$ cat src/rtl/fifo_wr_arbiter_pkg.sv
// rtl/fifo_wr_arbiter_pkg.sv - shared FSM encoding and width helpers for the FIFO write arbiter
package fifo_wr_arbiter_pkg;

  // Two-state grant FSM; kept as plain 1-bit constants for older tools
  localparam logic [0:0] IDLE  = 1'b0;
  localparam logic [0:0] BURST = 1'b1;

  // Index width for a requester number; at least one bit so NREQ=1 stays legal
  function automatic int idx_w(input int n);
    return (n > 1) ? $clog2(n) : 1;
  endfunction

  // Beat counter width: wide enough to hold MAX_BURST-1 with one spare bit
  function automatic int cnt_w(input int m);
    return $clog2(m) + 1;
  endfunction

endpackage

$ cat src/rtl/fifo_wr_arbiter_if.sv
// rtl/fifo_wr_arbiter_if.sv - producer-side and FIFO-write-side signal bundle for the arbiter
interface fifo_wr_arbiter_if
  import fifo_wr_arbiter_pkg::*;
#(
  parameter int NREQ = 4,
  parameter int DW   = 8
) ();

  localparam int IW = idx_w(NREQ);

  logic [NREQ-1:0]    req_valid;
  logic [NREQ*DW-1:0] req_data;
  logic [NREQ-1:0]    req_last;
  logic [NREQ-1:0]    req_ready;
  logic               fifo_full;
  logic               fifo_wr_en;
  logic [DW-1:0]      fifo_din;
  logic [IW-1:0]      owner;
  logic               busy;

  // Arbiter side
  modport master (
    input  req_valid, req_data, req_last, fifo_full,
    output req_ready, fifo_wr_en, fifo_din, owner, busy
  );

  // Producers and FIFO side
  modport slave (
    output req_valid, req_data, req_last, fifo_full,
    input  req_ready, fifo_wr_en, fifo_din, owner, busy
  );

endinterface

$ cat src/rtl/fifo_wr_arbiter_rr_pick.sv
// rtl/fifo_wr_arbiter_rr_pick.sv - rotating-priority encoder starting just after last_owner
module fifo_wr_arbiter_rr_pick
  import fifo_wr_arbiter_pkg::*;
#(
  parameter int NREQ = 4,
  parameter int IW   = idx_w(NREQ)
) (
  input  logic [NREQ-1:0] valid,
  input  logic [IW-1:0]   last_owner,
  output logic [IW-1:0]   winner,
  output logic            any_valid
);

  logic [IW-1:0] cand;

  // Scan from the farthest candidate back to last_owner+1 so the nearest valid one wins
  always_comb begin
    winner    = '0;
    any_valid = 1'b0;
    cand      = '0;
    for (int k = NREQ; k >= 1; k--) begin
      cand = IW'((int'(last_owner) + k) % NREQ);
      if (valid[cand]) begin
        winner    = cand;
        any_valid = 1'b1;
      end
    end
  end

endmodule

$ cat src/rtl/fifo_wr_arbiter.sv
// rtl/fifo_wr_arbiter.sv - round-robin packet arbiter sharing one FIFO write port among NREQ producers
module fifo_wr_arbiter
  import fifo_wr_arbiter_pkg::*;
#(
  parameter int NREQ      = 4,
  parameter int DW        = 8,
  parameter int MAX_BURST = 4
) (
  input logic         clk,
  input logic         rst,
  fifo_wr_arbiter_if.master bus
);

  localparam int IW = idx_w(NREQ);
  localparam int BW = cnt_w(MAX_BURST);

  logic [0:0]      state;
  logic [IW-1:0]   owner_q;
  logic [IW-1:0]   last_owner;
  logic [BW-1:0]   beat_cnt;

  logic [IW-1:0]   winner;
  logic            any_valid;
  logic            own_valid;
  logic            own_last;
  logic [DW-1:0]   own_data;
  logic [NREQ-1:0] ready;
  logic            in_burst;
  logic            xfer;

  fifo_wr_arbiter_rr_pick #(
    .NREQ (NREQ),
    .IW   (IW)
  ) u_rr_pick (
    .valid      (bus.req_valid),
    .last_owner (last_owner),
    .winner     (winner),
    .any_valid  (any_valid)
  );

  // Select the current owner's valid/last/data from the flattened request buses
  always_comb begin
    own_valid = 1'b0;
    own_last  = 1'b0;
    own_data  = '0;
    for (int i = 0; i < NREQ; i++) begin
      if (owner_q == IW'(i)) begin
        own_valid = bus.req_valid[i];
        own_last  = bus.req_last[i];
        own_data  = bus.req_data[i*DW +: DW];
      end
    end
  end

  assign in_burst = (state == BURST);
  assign xfer     = in_burst && own_valid && !bus.fifo_full;

  // Only the owner sees ready, and only while the FIFO has room
  always_comb begin
    ready = '0;
    for (int i = 0; i < NREQ; i++) begin
      if (in_burst && owner_q == IW'(i)) ready[i] = !bus.fifo_full;
    end
  end

  assign bus.req_ready  = ready;
  assign bus.fifo_wr_en = xfer;
  assign bus.fifo_din   = in_burst ? own_data : '0;
  assign bus.owner      = in_burst ? owner_q : '0;
  assign bus.busy       = in_burst;

  // Grant FSM: pick a winner in IDLE, hold it until last beat or the burst cap
  always_ff @(posedge clk or negedge rst) begin
    if (!rst) begin
      state      <= IDLE;
      owner_q    <= '0;
      last_owner <= IW'(NREQ - 1);
      beat_cnt   <= '0;
    end else if (state == IDLE) begin
      if (any_valid) begin
        owner_q  <= winner;
        beat_cnt <= '0;
        state    <= BURST;
      end
    end else if (xfer) begin
      beat_cnt <= beat_cnt + 1'b1;
      if (own_last || beat_cnt == BW'(MAX_BURST - 1)) begin
        last_owner <= owner_q;
        state      <= IDLE;
      end
    end
  end

endmodule

$ cat src/flat_wrapper.sv
// flat-port wrapper written by rule: the top's interface ports become plain ports
module fifo_wr_arbiter_flat import fifo_wr_arbiter_pkg::*;
#(
  parameter int NREQ      = 4,
  parameter int DW        = 8,
  parameter int MAX_BURST = 4
)
  (clk, rst, bus_req_valid, bus_req_data, bus_req_last, bus_fifo_full, bus_req_ready, bus_fifo_wr_en, bus_fifo_din, bus_owner, bus_busy);
  fifo_wr_arbiter_if #(.NREQ(NREQ), .DW(DW)) bus_i ();
  input logic clk;
  input logic rst;
  input wire logic [$bits(bus_i.req_valid)-1:0] bus_req_valid;
  input wire logic [$bits(bus_i.req_data)-1:0] bus_req_data;
  input wire logic [$bits(bus_i.req_last)-1:0] bus_req_last;
  input wire logic [$bits(bus_i.fifo_full)-1:0] bus_fifo_full;
  output wire logic [$bits(bus_i.req_ready)-1:0] bus_req_ready;
  output wire logic [$bits(bus_i.fifo_wr_en)-1:0] bus_fifo_wr_en;
  output wire logic [$bits(bus_i.fifo_din)-1:0] bus_fifo_din;
  output wire logic [$bits(bus_i.owner)-1:0] bus_owner;
  output wire logic [$bits(bus_i.busy)-1:0] bus_busy;
  assign bus_i.req_valid = bus_req_valid;
  assign bus_i.req_data = bus_req_data;
  assign bus_i.req_last = bus_req_last;
  assign bus_i.fifo_full = bus_fifo_full;
  assign bus_req_ready = bus_i.req_ready;
  assign bus_fifo_wr_en = bus_i.fifo_wr_en;
  assign bus_fifo_din = bus_i.fifo_din;
  assign bus_owner = bus_i.owner;
  assign bus_busy = bus_i.busy;
  fifo_wr_arbiter #(.NREQ(NREQ), .DW(DW), .MAX_BURST(MAX_BURST)) u_core (.clk(clk), .rst(rst), .bus(bus_i));
endmodule
$ cat config.mk
export PLATFORM = sky130hd
export DESIGN_NAME = fifo_wr_arbiter_flat
export DESIGN_NICKNAME = d
export VERILOG_FILES = /design/src/rtl/fifo_wr_arbiter_pkg.sv /design/src/rtl/fifo_wr_arbiter_if.sv /design/src/rtl/fifo_wr_arbiter_rr_pick.sv /design/src/rtl/fifo_wr_arbiter.sv /design/src/flat_wrapper.sv
export SDC_FILE = /design/constraint.sdc
export NUM_CORES = 1
export LEC_CHECK = 0
export CAP_MARGIN = 0
export CORE_MARGIN = 2
export CORE_UTILIZATION = 31
export DETAILED_ROUTE_END_ITERATION = 10
export PLACE_DENSITY_LB_ADDON = 0.2
export SETUP_SLACK_MARGIN = 0.02
export SYNTH_ARGS = -nofsm -noshare
export SYNTH_HDL_FRONTEND = slang
export SYNTH_SLANG_ARGS = --single-unit
$ cat constraint.sdc
create_clock -name clk -period 1.4 [get_ports clk]
set_input_delay 0.14 -clock clk [delete_from_list [all_inputs] [get_ports clk]]
set_output_delay 0.14 -clock clk [all_outputs]
set_load 0.03 [all_outputs]
==> flow_summary.json, run 1 <==
{
  "status": "finished with violations",
  "violations": "setup timing",
  "postLayoutCoreUtil": 0.702,
  "synth_mux_area_frac": 0.289,
  "rsz0062_at_grt": "true",
  "power.density_mw_per_mm2": 2060,
  "final.period_utilization": 1.32,
  "drive_above_1_share": 0.497,
  "core_mm2": 0.00252,
  "clkLatencyLatePin_ns": 0.27,
  "dieArea_mm2": 0.00316,
  "ff2ff_path_depth": 8,
  "rrSetupSlack_ns": -0.36,
  "place_ws_ns": -0.533,
  "dr.pass1.iters": 3,
  "cts_root_buf": "clkbuf_4",
  "max_freq_mhz": 542,
  "synth.largest_area_cell": "dfrtp_1",
  "dr_total_vias": 988,
  "worstMarginPinSlew_ns": 0.382,
  "wl_um": 3210,
  "grt_pass1_vias": 1088,
  "grt_pass1_wl_um": 5290,
  "drc": 0,
  "crit_arrival_ns": 1.70,
  "synth_top_family_by_area": "multiplexers",
  "diodes": 0,
  "chipHeight_um": 56.2,
  "routabilityCongestion": 0.829,
  "instances_no_fill": 197,
  "synth_fa_ha_area_frac": 0.0296,
  "slew-limit-headroom": 0.745,
  "ant_nets": 0,
  "htree_levels": 1,
  "antenna_found_initial": 0,
  "overflow": 0,
  "dpl.cell_count": 184,
  "yosysMostFrequentCell": "and2_1",
  "cts.sinks": 8,
  "worst_r2r_endpoint": "u_core.beat_cnt[1]$_DFFE_PN0P_",
  "synth_xor_area_frac": 0,
  "synthFlopType": "dfrtp_1",
  "slew_viol_final": 0,
  "rows": 18,
  "synth_simple_gate_area_frac": 0.256,
  "cts.clk_slew.worst_paths_ns": 0.07,
  "clock_path_buffers": 2,
  "synth.distinct_cells": 34,
  "period_needed_ns": 1.84,
  "crit_type": "flop to primary output",
  "syn2layout_area_growth_pct": 110,
  "layout_setup_ws_ns": -0.444,
  "irDropWorstVdd_mv": 1.46,
  "fp.dieW_um": 56.2,
  "dp_hpwl_um": 2370,
  "p_total_w": 0.00365,
  "port_buffers": 58,
  "async_reset_ff_frac": 1.00,
  "grt_use_total": 0.217,
  "initialDrtViolationCount": 27,
  "yosysSeqAreaShare": 0.240,
  "synthTopCellsByCount": "and2_1, nand2_1, dfrtp_1, mux4_2, o211ai_1",
  "num_io_pins": 59,
  "yosys_warnings": 0,
  "crit_path_end_kind": "primary output",
  "skew_ns": 0.0139,
  "synth_edf_count": 0,
  "yosysTopAreaCellShare": 0.178,
  "syn_area_um2": 845,
  "crit-reg2reg-launch": "u_core.owner_q[1]$_DFFE_PN0P_",
  "setup_viol": 19,
  "synth_nets": 130,
  "viasPerCell": 5.02,
  "cts_tree": "yes",
  "hold_viol": 0,
  "critPathLaunchType": "flop",
  "drv_cap": 0,
  "cts_buffers": 3,
  "finalNetCount": 213,
  "crit_fanout": 2,
  "grt_max_degree": 11,
  "wl_per_cell_um": 16.3,
  "netlist_instances": 85,
  "synth_area_leaders": "dfrtp_1, mux4_2, mux4_1, and2_1, dfstp_2",
  "tns_ns": -5.94,
  "avgSynthCellArea_um2": 9.94,
  "cp.required_ns": 1.26,
  "synth-seq-cells": 8,
  "start_util": 0.335,
  "leakagePower_nw": 0.773,
  "synth_compound_area_frac": 0.111,
  "hold_class": "primary input to asynchronous set/reset pin"
}
-- cell type report --
| cell class | count | area, µm² |
|---|---|---|
| Inverter | 5 | 23.8 |
| Tap cell | 30 | 37.5 |
| Fill cell | 196 | 752 |
| Timing Repair Buffer | 85 | 843 |
| Sequential cell | 8 | 205 |
| Clock buffer | 4 | 26.3 |
| Multi-Input combinational cell | 65 | 634 |
-- registers in the layout, summed over array words and instances (netlist names) --
name and count:
u_core.beat_cnt 3, u_core.owner_q 2, u_core.last_owner 2, u_core.bus.busy 1
-- worst max-delay path, cell delays in order (launching register included) --
cell and delay [ns]:
dfrtp_2 0.42, buf_6 0.12, or3_4 0.37, o21ai_4 0.07, o21a_1 0.18, buf_12 0.12, inv_4 0.03, buf_6 0.12
-- power breakdown --
part	internal, W	total [W]	switching, W
Clock	0.000110	0.000202	0.0000924
Sequential	0.000358	0.000448	0.0000900
Combinational	0.00166	0.00300	0.00134
Total	0.00213	0.00365	0.00152
-- layer usage --
| metal | GRT usage | up-vias | routed length, µm |
|---|---|---|---|
| met2 | 0.398 | 40 | 1720 |
| met3 | 0.0512 | 5 | 168 |
| met5 | 0 | - | 0 |
| met4 | 0.0510 | 0 | 29 |
| li1 | - | 475 | - |
| met1 | 0.252 | 468 | 1300 |
-- how the worst max path moves through the flow --
stage / cells past startpoint / slack, ns / from / to
after floorplan: 6 / -0.007 / u_core.owner_q[0]$_DFFE_PN0P_ / u_core.beat_cnt[0]$_DFFE_PN0P_
after global placement: 4 / -0.51 / u_core.owner_q[0]$_DFFE_PN0P_ / bus_fifo_din[0]
after detailed placement: 4 / -0.53 / u_core.owner_q[0]$_DFFE_PN0P_ / bus_fifo_din[1]
after CTS: 7 / -0.43 / u_core.owner_q[1]$_DFFE_PN0P_ / bus_fifo_wr_en
after global routing: 7 / -0.49 / u_core.owner_q[1]$_DFFE_PN0P_ / bus_fifo_wr_en
final: 7 / -0.44 / u_core.owner_q[1]$_DFFE_PN0P_ / bus_fifo_wr_en
-- layout by cell type (no fill, tap or decap), types with 2 or more instances in the layout --
master	n
buf_6	24
buf_4	17
ha_1	2
clkbuf_4	3
dfrtp_1	4
clkdlybuf4s50_1	42
dfstp_2	2
mux4_2	9
o211ai_1	5
nand2b_1	4
dfrtp_2	2
inv_1	2
inv_4	2
nand2_1	8
and2_4	10
and3_4	4
mux2i_1	3
nor2_1	2
-- cell families (layout without fill, tap and decap cells) --
logic type | count (synthesis) | after routing
simple gates | 38 | 38
compound gates | 13 | 13
mux | 12 | 12
buf+inv | 12 | 94
flops | 8 | 8
fa+ha+maj | 2 | 2
-- through the flow --
stage          area [µm²]  hold WS [ns]
3_3_place_gp         1570         0.444
5_1_grt              1770         0.185
6_report             1770         0.152
3_5_place_dp         1570         0.443
4_1_cts              1740         0.153
2_1_floorplan         868        -0.156
-- what timing repair did --
item	in CTS	in global routing
endpoints found under the setup margin	21	22
hold buffers	0	0
buffers inserted	9	1
gates resized for setup	93	7
pin swaps	10	0
Power figures use the tool's default switching activity.
==> inputs of run 2 (changes only) <==
Settings changed: ABC_AREA set to 0, GPL_TIMING_DRIVEN set to 0.
==> run 2 against run 1 <==
The run still ends with setup timing left; setup slack improved by 0.034 ns; register-to-register slack improved by 0.08 ns; via count fell by 0.91%; non-clock buffer count fell by 6; first-iteration DRC count rose by 19%; sequential power fell by 2%; count of clock-buffer cells in the layout did not move; clock skew fell by 0.0088 ns; total power fell by 2.0%; critical endpoint is now bus_fifo_din[4].
==> flow_summary.json, run 2 (same netlist as run 1, synthesis figures left out) <==
{
  "status": "finished with violations",
  "violations": "setup timing",
  "grt_pass1_vias": 996,
  "largest_register": "u_core.beat_cnt",
  "p_clk_frac": 0.053,
  "htree_levels": 1,
  "dr.pass1.iters": 4,
  "setup_viol": 18,
  "dr_total_vias": 979,
  "fp.dieW_um": 56.2,
  "critPathLaunchType": "flop",
  "slew-limit-headroom": 0.742,
  "power.density_mw_per_mm2": 2080,
  "final.period_utilization": 1.29,
  "dpl.cell_count": 173,
  "finalNetCount": 207,
  "viasPerCell": 5.13,
  "slew_viol_final": 0,
  "final_common_cell": "clkdlybuf4s50_1",
  "core_mm2": 0.00252,
  "overflow": 0,
  "rows": 18,
  "cts.clk_slew.worst_paths_ns": 0.06,
  "p_total_w": 0.00358,
  "internal-power_w": 0.00210,
  "grt_use_total": 0.204,
  "period_needed_ns": 1.81,
  "max_freq_mhz": 553,
  "place_ws_ns": -0.764,
  "cp.required_ns": 1.26,
  "rsz0062_at_grt": "true",
  "cts_tree": "yes",
  "seq_power_share": 0.122,
  "wl_per_cell_um": 16.3,
  "antenna_found_initial": 0,
  "drive_above_1_share": 0.429,
  "top_regs": "u_core.beat_cnt x3, u_core.last_owner x2, u_core.owner_q x2",
  "cts.sinks": 8,
  "fin_area_mm2": 0.00172,
  "drv_cap": 0,
  "drc": 0,
  "leakagePower_nw": 0.746,
  "diodes": 0,
  "port_buffers": 58,
  "p_switching_w": 0.00148,
  "chipHeight_um": 56.2,
  "routabilityCongestion": 0.817,
  "cts_buffers": 3,
  "hold_class": "primary input to asynchronous set/reset pin",
  "worstMarginPinSlew_ns": 0.385,
  "grt_pass1_wl_um": 5000,
  "dieArea_mm2": 0.00316,
  "layout_common_cells": "clkdlybuf4s50_1, buf_6, buf_4",
  "largest_reg_flops": 3,
  "crit_fanout": 7,
  "hold_viol": 0,
  "crit_arrival_ns": 1.67,
  "instances_no_fill": 191,
  "skew_ns": 0.00517,
  "p_comb_frac": 0.825,
  "cts_root_buf": "clkbuf_4",
  "crit_type": "flop to primary output",
  "grt_max_degree": 11,
  "start_util": 0.335,
  "irDropWorstVdd_mv": 1.17,
  "num_io_pins": 59,
  "ant_nets": 0,
  "clkLatencyLatePin_ns": 0.25,
  "syn2layout_area_growth_pct": 103,
  "initialDrtViolationCount": 32,
  "clock_path_buffers": 2,
  "crit_path_end_kind": "primary output",
  "layout_setup_ws_ns": -0.410,
  "dpl_cell_area_mm2": 0.00149,
  "wl_um": 3110,
  "dp_hpwl_um": 2210,
  "switching_share": 0.413
}
[run 2: per-layer routing]
| layer | up-vias | global-route usage | routed length, µm |
|---|---|---|---|
| met5 | - | 0 | 0 |
| met4 | 0 | 0.0646 | 12 |
| met3 | 2 | 0.0349 | 223 |
| met2 | 57 | 0.360 | 1570 |
| met1 | 454 | 0.250 | 1300 |
| li1 | 466 | - | - |
[run 2: what timing repair did]
item,in CTS,in global routing
endpoints found under the hold margin,0,0
resized for setup,120,11
setup buffers,6,8
setup endpoints to repair,24,21
pin swaps,7,2
hold buffers,0,0
cloned,1,0
[run 2: per-stage QoR]
stage	hold WS, ns	utilization	TNS (ns)
floorplan	-0.156	-	-0.0482
global placement	0.432	0.589	-9.23
detailed placement	0.447	0.589	-9.66
CTS	0.171	0.650	-4.66
global route	0.179	0.681	-5.83
finish	0.173	0.681	-4.71
[run 2: final cells by class]
class,count,area [µm²]
fill,213,805
timing repair buffer,73,754
multi-input combinational,65,607
sequential,8,204
buffer,6,67.6
tap,30,37.5
clock buffer,4,26.3
inverter,5,21.3
[run 2: worst max-delay path, cell delays in order, from the launching register on]
cell,delay (ns)
dfrtp_1,0.34
buf_6,0.15
buf_8,0.13
mux4_2,0.50
and2_4,0.16
buf_6,0.13
[run 2: path summary, 6_finish.rpt]
check                           slack [ns]  depth (start not counted)                               end                      startpoint
worst min register to register        0.48                          1    u_core.beat_cnt[0]$_DFFE_PN0P_  u_core.beat_cnt[0]$_DFFE_PN0P_
min in group clk                      0.48                          1    u_core.beat_cnt[0]$_DFFE_PN0P_  u_core.beat_cnt[0]$_DFFE_PN0P_
worst min-delay path                  0.17                          1    u_core.beat_cnt[2]$_DFFE_PN0P_                             rst
max in group asynchronous             0.91                          1  u_core.last_owner[0]$_DFFE_PN1P_                             rst
worst max-delay path                 -0.41                          5                   bus_fifo_din[4]   u_core.owner_q[0]$_DFFE_PN0P_
worst max register to register       -0.28                          7  u_core.last_owner[0]$_DFFE_PN1P_   u_core.owner_q[0]$_DFFE_PN0P_
[run 2: power by group through the flow]
stage | Clock [W] | Sequential, W | Combinational [W]
2_1_floorplan | 0 | 0.000437 | 0.00156
3_3_place_gp | 0 | 0.000432 | 0.00229
3_5_place_dp | 0 | 0.000439 | 0.00233
4_1_cts | 0.000199 | 0.000436 | 0.00274
5_1_grt | 0.000214 | 0.000455 | 0.00313
6_report | 0.000189 | 0.000437 | 0.00295
